File: config.mk
export PLATFORM = sky130hd
export DESIGN_NAME = fp_dec_bcd_flat
export DESIGN_NICKNAME = d
export VERILOG_FILES = /design/src/rtl/fp_dec_pkg.sv /design/src/rtl/fp_dec_bcd_if.sv /design/src/rtl/dd_step.sv /design/src/rtl/fp_dec_bcd.sv /design/src/flat_wrapper.sv
export SDC_FILE = /design/constraint.sdc
export NUM_CORES = 1
export LEC_CHECK = 0
export ABC_CLOCK_PERIOD_IN_PS = 2230
export CELL_PAD_IN_SITES_DETAIL_PLACEMENT = 0
export CELL_PAD_IN_SITES_GLOBAL_PLACEMENT = 1
export CORE_MARGIN = 5
export CORE_UTILIZATION = 40
export DETAILED_ROUTE_END_ITERATION = 7
export PLACE_DENSITY_LB_ADDON = 0.1
export REMOVE_ABC_BUFFERS = 1
export SLEW_MARGIN = 20
export SYNTH_ARGS = -nofsm -noshare
export SYNTH_HDL_FRONTEND = slang
export SYNTH_HIERARCHICAL = 1
export SYNTH_SLANG_ARGS = --single-unit
File: constraint.sdc
create_clock -name CLK -period 2.23 [get_ports CLK]
set_clock_uncertainty 0.1 [all_clocks]
set_input_delay 0.669 -clock CLK [delete_from_list [all_inputs] [get_ports CLK]]
set_output_delay 0.669 -clock CLK [all_outputs]
set_load 0.02 [all_outputs]
File: src/rtl/fp_dec_pkg.sv
// fp_dec_bcd shared definitions.
// Widths and FSM encoding for the BCD stage.
package fp_dec_pkg;

  localparam int W_IN   = 20;
  localparam int N_FRAC = 7;
  localparam int N_INT  = 2;
  localparam int N_EXP  = 3;
  localparam int BCD_W  = 4;
  localparam int W_NG   = 5;
  localparam int W_LT   = 9;
  localparam int CNT_W  = 5;

  typedef enum logic [1:0] {
    ST_IDLE,
    ST_CONV,
    ST_DONE
  } state_t;

endpackage

File: src/rtl/fp_dec_bcd_if.sv
// Handshake bundle between FPchange,
// the BCD stage and the formatter.
interface fp_dec_bcd_if;
  import fp_dec_pkg::*;

  logic                      in_valid;
  logic                      in_ready;
  logic [W_NG-1:0]           nguyen;
  logic [W_IN-1:0]           le;
  logic [W_LT-1:0]           lt;
  logic                      out_valid;
  logic                      out_ready;
  logic [BCD_W*N_INT-1:0]    int_bcd;
  logic [BCD_W*N_FRAC-1:0]   frac_bcd;
  logic                      exp_sign;
  logic [BCD_W*N_EXP-1:0]    exp_bcd;

  modport master (
    output in_valid,
    output nguyen,
    output le,
    output lt,
    output out_ready,
    input  in_ready,
    input  out_valid,
    input  int_bcd,
    input  frac_bcd,
    input  exp_sign,
    input  exp_bcd
  );

  modport slave (
    input  in_valid,
    input  nguyen,
    input  le,
    input  lt,
    input  out_ready,
    output in_ready,
    output out_valid,
    output int_bcd,
    output frac_bcd,
    output exp_sign,
    output exp_bcd
  );

endinterface

File: src/rtl/dd_step.sv
// One double-dabble iteration:
// add 3 to nibbles >= 5, then shift left.
module dd_step
  import fp_dec_pkg::*;
#(
  parameter int N_DIG = 2
) (
  input  logic [BCD_W*N_DIG-1:0] bcd_i,
  input  logic [W_IN-1:0]        bin_i,
  output logic [BCD_W*N_DIG-1:0] bcd_o,
  output logic [W_IN-1:0]        bin_o
);

  logic [BCD_W*N_DIG-1:0] adj;

  // nibble correction before the shift
  always_comb begin
    adj = bcd_i;
    for (int d = 0; d < N_DIG; d++) begin
      if (bcd_i[d*BCD_W +: BCD_W] >= 4'd5) begin
        adj[d*BCD_W +: BCD_W] =
          bcd_i[d*BCD_W +: BCD_W] + 4'd3;
      end
    end
  end

  assign {bcd_o, bin_o} = {adj, bin_i} << 1;

endmodule

File: src/rtl/fp_dec_bcd.sv
// BCD stage: integer, fraction and exponent
// to packed BCD, one shift per clock.
module fp_dec_bcd
  import fp_dec_pkg::*;
(
  input  logic         CLK,
  input  logic         RST,
  fp_dec_bcd_if.slave  io,
  output logic         busy
);

  localparam int WI = BCD_W*N_INT;
  localparam int WF = BCD_W*N_FRAC;
  localparam int WE = BCD_W*N_EXP;

  state_t           state;
  logic [CNT_W-1:0] cnt;
  logic [W_IN-1:0]  sh_int;
  logic [W_IN-1:0]  sh_frac;
  logic [W_IN-1:0]  sh_exp;
  logic [WI-1:0]    bcd_int;
  logic [WF-1:0]    bcd_frac;
  logic [WE-1:0]    bcd_exp;
  logic             sign_q;
  logic             ov_q;

  logic [WI-1:0]    nx_bint;
  logic [WF-1:0]    nx_bfrac;
  logic [WE-1:0]    nx_bexp;
  logic [W_IN-1:0]  nx_sint;
  logic [W_IN-1:0]  nx_sfrac;
  logic [W_IN-1:0]  nx_sexp;

  logic [W_LT:0]    lt_ext;
  logic [W_LT:0]    lt_abs;

  // 10-bit magnitude so -256 maps to 256
  assign lt_ext = {io.lt[W_LT-1], io.lt};
  assign lt_abs = io.lt[W_LT-1] ? -lt_ext
                                : lt_ext;

  assign io.in_ready  = (state == ST_IDLE);
  assign io.out_valid = ov_q;
  assign io.int_bcd   = bcd_int;
  assign io.frac_bcd  = bcd_frac;
  assign io.exp_bcd   = bcd_exp;
  assign io.exp_sign  = sign_q;

  dd_step #(.N_DIG(N_INT)) u_int (
    .bcd_i (bcd_int),
    .bin_i (sh_int),
    .bcd_o (nx_bint),
    .bin_o (nx_sint)
  );

  dd_step #(.N_DIG(N_FRAC)) u_frac (
    .bcd_i (bcd_frac),
    .bin_i (sh_frac),
    .bcd_o (nx_bfrac),
    .bin_o (nx_sfrac)
  );

  dd_step #(.N_DIG(N_EXP)) u_exp (
    .bcd_i (bcd_exp),
    .bin_i (sh_exp),
    .bcd_o (nx_bexp),
    .bin_o (nx_sexp)
  );

  // accept, convert for W_IN steps, hand off
  always_ff @(posedge CLK or negedge RST) begin
    if (!RST) begin
      state    <= ST_IDLE;
      cnt      <= '0;
      sh_int   <= '0;
      sh_frac  <= '0;
      sh_exp   <= '0;
      bcd_int  <= '0;
      bcd_frac <= '0;
      bcd_exp  <= '0;
      sign_q   <= 1'b0;
      ov_q     <= 1'b0;
      busy     <= 1'b0;
    end else begin
      unique case (state)
        ST_IDLE: begin
          if (io.in_valid) begin
            sh_int   <= W_IN'(io.nguyen);
            sh_frac  <= io.le;
            sh_exp   <= W_IN'(lt_abs);
            sign_q   <= io.lt[W_LT-1];
            bcd_int  <= '0;
            bcd_frac <= '0;
            bcd_exp  <= '0;
            cnt      <= '0;
            busy     <= 1'b1;
            state    <= ST_CONV;
          end
        end
        ST_CONV: begin
          sh_int   <= nx_sint;
          sh_frac  <= nx_sfrac;
          sh_exp   <= nx_sexp;
          bcd_int  <= nx_bint;
          bcd_frac <= nx_bfrac;
          bcd_exp  <= nx_bexp;
          cnt      <= cnt + 1'b1;
          if (cnt == CNT_W'(W_IN-1)) begin
            busy  <= 1'b0;
            ov_q  <= 1'b1;
            state <= ST_DONE;
          end
        end
        ST_DONE: begin
          if (io.out_ready) begin
            ov_q  <= 1'b0;
            state <= ST_IDLE;
          end
        end
        default: begin
          state <= ST_IDLE;
        end
      endcase
    end
  end

endmodule

File: src/flat_wrapper.sv
// flat-port wrapper written by rule: the top's interface ports become plain ports
module fp_dec_bcd_flat import fp_dec_pkg::*;
  (CLK, RST, busy, io_in_valid, io_nguyen, io_le, io_lt, io_out_ready, io_in_ready, io_out_valid, io_int_bcd, io_frac_bcd, io_exp_sign, io_exp_bcd);
  fp_dec_bcd_if io_i ();
  input  logic CLK;
  input  logic RST;
  output logic busy;
  input wire logic [$bits(io_i.in_valid)-1:0] io_in_valid;
  input wire logic [$bits(io_i.nguyen)-1:0] io_nguyen;
  input wire logic [$bits(io_i.le)-1:0] io_le;
  input wire logic [$bits(io_i.lt)-1:0] io_lt;
  input wire logic [$bits(io_i.out_ready)-1:0] io_out_ready;
  output wire logic [$bits(io_i.in_ready)-1:0] io_in_ready;
  output wire logic [$bits(io_i.out_valid)-1:0] io_out_valid;
  output wire logic [$bits(io_i.int_bcd)-1:0] io_int_bcd;
  output wire logic [$bits(io_i.frac_bcd)-1:0] io_frac_bcd;
  output wire logic [$bits(io_i.exp_sign)-1:0] io_exp_sign;
  output wire logic [$bits(io_i.exp_bcd)-1:0] io_exp_bcd;
  assign io_i.in_valid = io_in_valid;
  assign io_i.nguyen = io_nguyen;
  assign io_i.le = io_le;
  assign io_i.lt = io_lt;
  assign io_i.out_ready = io_out_ready;
  assign io_in_ready = io_i.in_ready;
  assign io_out_valid = io_i.out_valid;
  assign io_int_bcd = io_i.int_bcd;
  assign io_frac_bcd = io_i.frac_bcd;
  assign io_exp_sign = io_i.exp_sign;
  assign io_exp_bcd = io_i.exp_bcd;
  fp_dec_bcd u_core (.CLK(CLK), .RST(RST), .io(io_i), .busy(busy));
endmodule
==> results of run 1 <==
power breakdown:
group / switching, mW / internal [mW] / leakage [nW]
clock network: 0.884 / 1.65 / 0.275
logic: 3.49 / 2.45 / 2.34
registers: 0.863 / 3.17 / 1.43
metrics by stage:
step                      cells  TNS [ns]  power [mW]  area [µm²]
final                      1077         0       12.50        8033
after global routing       1077         0       13.69        8033
after CTS                  1077         0       12.73        8025
after detailed placement   1047    -1.820       10.34        7513
after global placement     1047   -0.7360       10.14        7513
after floorplan             710   -170.99       7.871        6016
area by class of cell:
type,count,area [µm²],share of cell area
inverters,26,97.59,0.01215
flip-flops and latches,118,2953,0.3676
well taps,220,275.3,0.03427
clock buffers,25,505.5,0.06293
multi-input cells,566,2989,0.3721
repair buffers,118,1167,0.1453
clock inverters,4,45.04,0.005607
cells by family (layout without fill, tap and decap cells):
family,count (synthesis),after routing
AO/OA/AOI/OAI,82,82
buffers and inverters,133,173
adder cells (fa/ha/maj),26,26
other,3,3
XOR/XNOR,18,18
AND/OR/NAND/NOR,422,422
flip-flops,118,118
multiplexers,15,15
timing repair:
action	CTS	global route
hold endpoints to repair	9	0
hold buffers	1	0
gates resized for setup	39	3
setup endpoints to repair	39	3
pin swaps	0	0
cell usage in the layout, fill, tap and decap left out, types with 10 or more instances in the layout:
master / instances
nand3_1: 81
o21ai_0: 17
nor2_1: 44
a21oi_2: 12
xnor2_1: 16
nand2_1: 257
mux2i_1: 15
dlygate4sd2_1: 39
clkbuf_16: 17
dfrtp_1: 118
clkdlybuf4s50_1: 46
inv_1: 26
o21ai_1: 10
nand2b_1: 24
ha_1: 26
buf_4: 21
a31oi_1: 25
sequential cells by signal, indices dropped and copies added (netlist names):
register             flops
u_core/io.exp_bcd       12
u_core/cnt               5
u_core/state             2
u_core/io.out_valid      1
u_core/io.exp_sign       1
u_core/sh_exp           20
u_core/sh_int           20
u_core/io.frac_bcd      28
u_core/busy              1
u_core/io.int_bcd        8
u_core/sh_frac          20
path summary, 6_finish.rpt:
kind	from	endpoint	slack (ns)	cells after the start
min in group asynchronous	RST	u_core/io.exp_bcd[5]	0.56	2
hold reg to reg	u_core/sh_int[9]	u_core/sh_int[10]	0.36	2
max in group asynchronous	RST	u_core/sh_frac[15]	0.89	3
setup / recovery	u_core/io.frac_bcd[21]	io_frac_bcd[21]	0.04	1
hold / removal	u_core/sh_int[9]	u_core/sh_int[10]	0.36	2
setup reg to reg	u_core/state[1]	u_core/io.frac_bcd[15]	0.46	5
routing by layer:
layer	GRT usage	vias to the layer above	wire length, µm
met4	0.04589	0	180
met2	0.2385	102	6498
met3	0.03877	14	698
met1	0.1957	2473	6405
li1	-	2655	-
met5	0	-	0
==> impl_results.md, run 1 <==
* Status: complete, no violations
* Final Hold Fails at 0
* CP peak stage delay at 0.62 ns
* Die H at 139.8 µm
* P&R area growth vs syn at 19.22%
* Synth cell count leaders: nand2_1 (257), dfrtp_1 (118), nand3_1 (81), buf_4 (63), nor2_1 (44)
* Final setup violating endpoints at 0
* Crit Path Category: flop to primary output
* Pwr dens at 1557 nW/µm²
* H-Tree Level Count at 4
* Tmin final at 2.187 ns
* Post-CTS Setup Inserts at 0
* Top-area cell type share of the netlist area at 0.4383
* Largest net degree at the start of global routing at 52
* Mux cell area share after synthesis at 0.02228
* GRT overflow at 0
* Ports at 90
* Maximum vdd ir drop at 1034 µV
* FF+latch count, synth at 118
* Remaining routing DRC violations at 0
* DIE AREA at 19540 µm²
* Ys flop type: dfrtp_1
* Post-layout util at 0.4844
* Delay-heaviest family, CP: buffers and inverters
* Adder-cell area share of the yosys netlist at 0.04828
* Initial core utilization at 0.4063
* Share of post-route cells with drive strength above 1 at 0.08518
* Final period util at 0.9805
* Clock Path Buffers at 2
* Mapped Area at 6738 µm²
* Post-synthesis async set-or-reset flop share at 1.000
* Final setup margin at 0.04343 ns
* Lkg Pwr at 4.042 nW
* First-pass GRT wire length at 24230 µm
* Max Cap Viol at 0
* XOR/XNOR share of the synthesized area at 0.02340
* Detailed Place HPWL at 9270 µm
* Fillers at 1652
* Number of global-route vias before repair at 5139
* Final GP Congestion at 0.7783
* Cts bufs inserted at 17
* EDFF count, synth at 0
* Synth Area in Simple Gates at 0.2672
* Vias per inst at 4.869
* Routed WL at 13780 µm
* ANT cells at 0
* Vias at 5244
* 1st-iter DRT viols at 307
* Gate Count Post-Synth at 817
* Max_slew headroom at 0.6092
* Compound-cell area share of the yosys netlist at 0.07725
* Most common cell in the netlist: nand2_1
* DRT antenna net count at 0
* Final Max Tran Viols at 0
* Area contributors post-synth: dfrtp_1 (44%), nand2_1 (14%), buf_4 (7.0%)
* Core ar. at 16580 µm²
* Buf/Inv on CP at 1
* Leading area contributor after synthesis: dfrtp_1
* Max stage delay cell, worst path: clkdlybuf4s50_1
* Yosys warning count at 6
* Net count reported at finish at 911
* Root Buffer: clkbuf_16
* DP Worst Slack at -0.07868 ns
* First-pass DRT Iterations at 5
* Crit-path cells: clkdlybuf4s50_1
* Worst hold path class: flop to flop
* Largest family of logic cells by synthesized area: simple AND/OR/NAND/NOR gates
* Fmax at 457.3 MHz
* Post-synthesis cell type count at 40
* RSZ-0062 raised after global routing: false
* Clock Sinks at 118
* Worst-margin pin slew at 0.5849 ns
* Input/output buffers at 89
* CP Capture Type: primary output
* Routed wire per std cell at 12.80 µm
* Initial antenna violation count at 0
* Largest fanout on the critical path at 4
* Clock Latency Late Sink at 0.40 ns
* Setup crit start kind: flop
* Horiz. Die Dim at 139.8 µm
* CTS tree: built
* Mapped Avg Cell Area at 8.247 µm²
* Clock edge transition at the registers on the reported setup and hold paths at 0.05 ns
* Gr usage total at 0.1480
* CP required at 1.46 ns
* Hold slack at 0.3630 ns
* Post-synthesis sequential area ratio at 0.4383
* Crit path DAT at 1.42 ns
* FP Rows at 47
Power figures use the tool's default switching activity.
==> run 2, diff against run 1 <==
--- a/config.mk
+++ b/config.mk
@@ -10,3 +10,3 @@
 export CELL_PAD_IN_SITES_GLOBAL_PLACEMENT = 1
-export CORE_MARGIN = 5
+export CORE_MARGIN = 2
 export CORE_UTILIZATION = 40
==> constraint.sdc (replaced) <==
create_clock -name CLK -period 2.23 [get_ports CLK]
set_clock_uncertainty 0.1 [all_clocks]
set_input_delay 0.446 -clock CLK [delete_from_list [all_inputs] [get_ports CLK]]
set_output_delay 0.446 -clock CLK [all_outputs]
set_load 0.02 [all_outputs]
==> run 2 against run 1 <==
Against the previous run: design area is 0.90% lower; critical path type unchanged; total power is 0.76% higher; worst hold slack worse by 0.0077 ns; sequential power hardly changed; setup slack better by 0.12 ns; utilization is 0.27 points lower; largest power group unchanged; register-to-register slack better by 0.06 ns; first-iteration DRC count is 7.8% higher.
==> impl_results.md, run 2 (synthesized netlist as in run 1, its figures left out) <==
* Fmax at 483.7 MHz (was 457.3 MHz)
* Sw Ratio at 0.4183 (was 0.4185)
* Status: complete, no violations (unchanged)
* Crit-path cells: clkdlybuf4s50_1 (unchanged)
* Max Cap Viol at 0 (unchanged)
* ANT cells at 0 (unchanged)
* Fillers at 1576 (was 1652)
* First-pass GRT wire length at 23740 µm (was 24230 µm)
* Lkg Pwr at 3.841 nW (was 4.042 nW)
* Final setup violating endpoints at 0 (unchanged)
* Commonest non-fill, non-tap cells in the layout: nand2_1 (257), dfrtp_1 (117), clkdlybuf4s50_1 (87) (was nand2_1 (257), dfrtp_1 (118), nand3_1 (81))
* H-Tree Level Count at 4 (unchanged)
* Maximum vdd ir drop at 692.0 µV (was 1034 µV)
* Clock edge transition at the registers on the reported setup and hold paths at 0.05 ns (about the same)
* Worst-margin pin slew at 0.5071 ns (was 0.5849 ns)
* Clock Latency Late Sink at 0.41 ns (was 0.40 ns)
* DRT antenna net count at 0 (unchanged)
* CP peak stage delay at 0.65 ns (was 0.62 ns)
* Vias per inst at 4.896 (was 4.869)
* Vias at 5219 (was 5244)
* Buf/Inv on CP at 1 (unchanged)
* Final GP Congestion at 0.7525 (was 0.7783)
* Slack of the worst reg-to-reg path at 0.52 ns (was 0.46 ns)
* Routed wire per std cell at 12.67 µm (was 12.80 µm)
* Crit Path Category: flop to primary output (unchanged)
* Die H at 133.8 µm (was 139.8 µm)
* Power Total at 12.60 mW (was 12.50 mW)
* DIE AREA at 17900 µm² (was 19540 µm²)
* Hold slack at 0.3553 ns (was 0.3630 ns)
* Clock Sinks at 118 (unchanged)
* Multi-input combinational cell area at 2989 µm² (unchanged)
* Routed WL at 13510 µm (was 13780 µm)
* Detailed Place HPWL at 8899 µm (was 9270 µm)
* Max stage delay cell, worst path: clkdlybuf4s50_1 (unchanged)
* Inst Count DP at 1035 (was 1047)
* CTS tree: built (unchanged)
* Seq pwr share at 0.322 (about the same)
* Pwr dens at 1583 nW/µm² (was 1557 nW/µm²)
* Number of global-route vias before repair at 5042 (was 5139)
* Ports at 90 (unchanged)
* Most common cell after layout, fill and taps aside: nand2_1 (unchanged)
* CP required at 1.68 ns (was 1.46 ns)
* P&R area growth vs syn at 18.14% (was 19.22%)
* Post-CTS Setup Inserts at 0 (unchanged)
* Horiz. Die Dim at 133.8 µm (was 139.8 µm)
* Crit path DAT at 1.52 ns (was 1.42 ns)
* Delay-heaviest family, CP: buffers and inverters (unchanged)
* Finished Layout Cells at 1066 (was 1077)
* RSZ-0062 raised after global routing: false (unchanged)
* Combinational share of power at 0.489 (was 0.475)
* Initial antenna violation count at 0 (unchanged)
* Pint at 7.330 mW (was 7.272 mW)
* Net count reported at finish at 899 (was 911)
* GRT overflow at 0 (unchanged)
* Clock Path Buffers at 2 (unchanged)
* Max reg flops at 28 (unchanged)
* Tmin final at 2.067 ns (was 2.187 ns)
* Worst hold path class: flop to flop (unchanged)
* Remaining routing DRC violations at 0 (unchanged)
* Initial core utilization at 0.4077 (was 0.4063)
* CP Capture Type: primary output (unchanged)
* Input/output buffers at 89 (unchanged)
* Root Buffer: clkbuf_16 (unchanged)
* Largest net degree at the start of global routing at 60 (was 52)
* Share of post-route cells with drive strength above 1 at 0.07210 (was 0.08518)
* Clk pwr share at 0.188 (was 0.203)
* Reg area at 2954 µm² (was 2953 µm²)
* 1st-iter DRT viols at 331 (was 307)
* Psw at 5.270 mW (was 5.233 mW)
* Gr usage total at 0.1620 (was 0.1480)
* FP Rows at 47 (unchanged)
* Max_slew headroom at 0.6619 (was 0.6092)
* First-pass DRT Iterations at 4 (was 5)
* Final Hold Fails at 0 (unchanged)
* Core ar. at 16520 µm² (was 16580 µm²)
* Cts bufs inserted at 17 (unchanged)
* Largest fanout on the critical path at 6 (was 4)
* Final Max Tran Viols at 0 (unchanged)
* Setup crit start kind: flop (unchanged)
* Final period util at 0.9271 (was 0.9805)
run 2: cell types whose count changed in the layout (fill, tap and decap cells not counted), sizes merged:
| cell | delta |
|---|---|
| clkdlybuf4s50 | +41 |
| dlygate4sd2 | -39 |
| buf | -12 |
| clkinv | +2 |
| dlymetal6s2s | -2 |
| bufinv | -1 |
run 2: repair_timing:
action,in CTS,in global routing
gates resized for setup,1,1
endpoints found under the setup margin,1,1
hold endpoints to repair,32,0
hold buffers,1,0
run 2: path summary, 6_finish.rpt:
kind                                        from              endpoint  depth (start not counted)
setup / recovery           u_core/io.frac_bcd[8]        io_frac_bcd[8]                          1
hold reg to reg                u_core/sh_exp[16]     u_core/sh_exp[17]                          2
max in group asynchronous                    RST       u_core/state[1]                          3
setup reg to reg                 u_core/state[0]     u_core/sh_frac[4]                          5
hold / removal                 u_core/sh_exp[16]     u_core/sh_exp[17]                          2
min in group asynchronous                    RST  u_core/io.exp_bcd[5]                          2
run 2: power by group through the flow:
stage	Sequential, mW	Combinational [mW]	Clock, mW
finish	4.06	6.17	2.37
global route	4.24	7.03	2.55
CTS	4.07	6.26	2.44
detailed placement	4.09	6.23	0
global placement	4.06	6.07	0
floorplan	4.39	3.48	0
run 2: final cells by class:
| cell class | instances | area share |
|---|---|---|
| clock buffer | 25 | 0.06099 |
| timing repair buffer | 106 | 0.1424 |
| tap | 220 | 0.03458 |
| multi-input combinational | 566 | 0.3755 |
| inverter | 26 | 0.01226 |
| sequential | 118 | 0.3711 |
| clock inverter | 5 | 0.003144 |
run 2: routing by layer:
layer | track usage | wire length, µm | vias to the layer above
li1 | - | - | 2624
met5 | 0 | 0 | -
met3 | 0.03137 | 437 | 9
met4 | 0.06560 | 138 | 0
met2 | 0.2607 | 6379 | 89
met1 | 0.2155 | 6552 | 2497
run 2: per-stage QoR:
step / util / cell area, µm² / setup slack (ns) / TNS [ns]
final: 0.4817 / 7960 / 0.1627 / 0
after global routing: 0.4817 / 7960 / 0.09422 / 0
after CTS: 0.4816 / 7958 / 0.01839 / 0
after detailed placement: 0.4500 / 7436 / 0.1069 / 0
after global placement: 0.4500 / 7436 / 0.1335 / 0
after floorplan: - / 6016 / -2.008 / -170.77
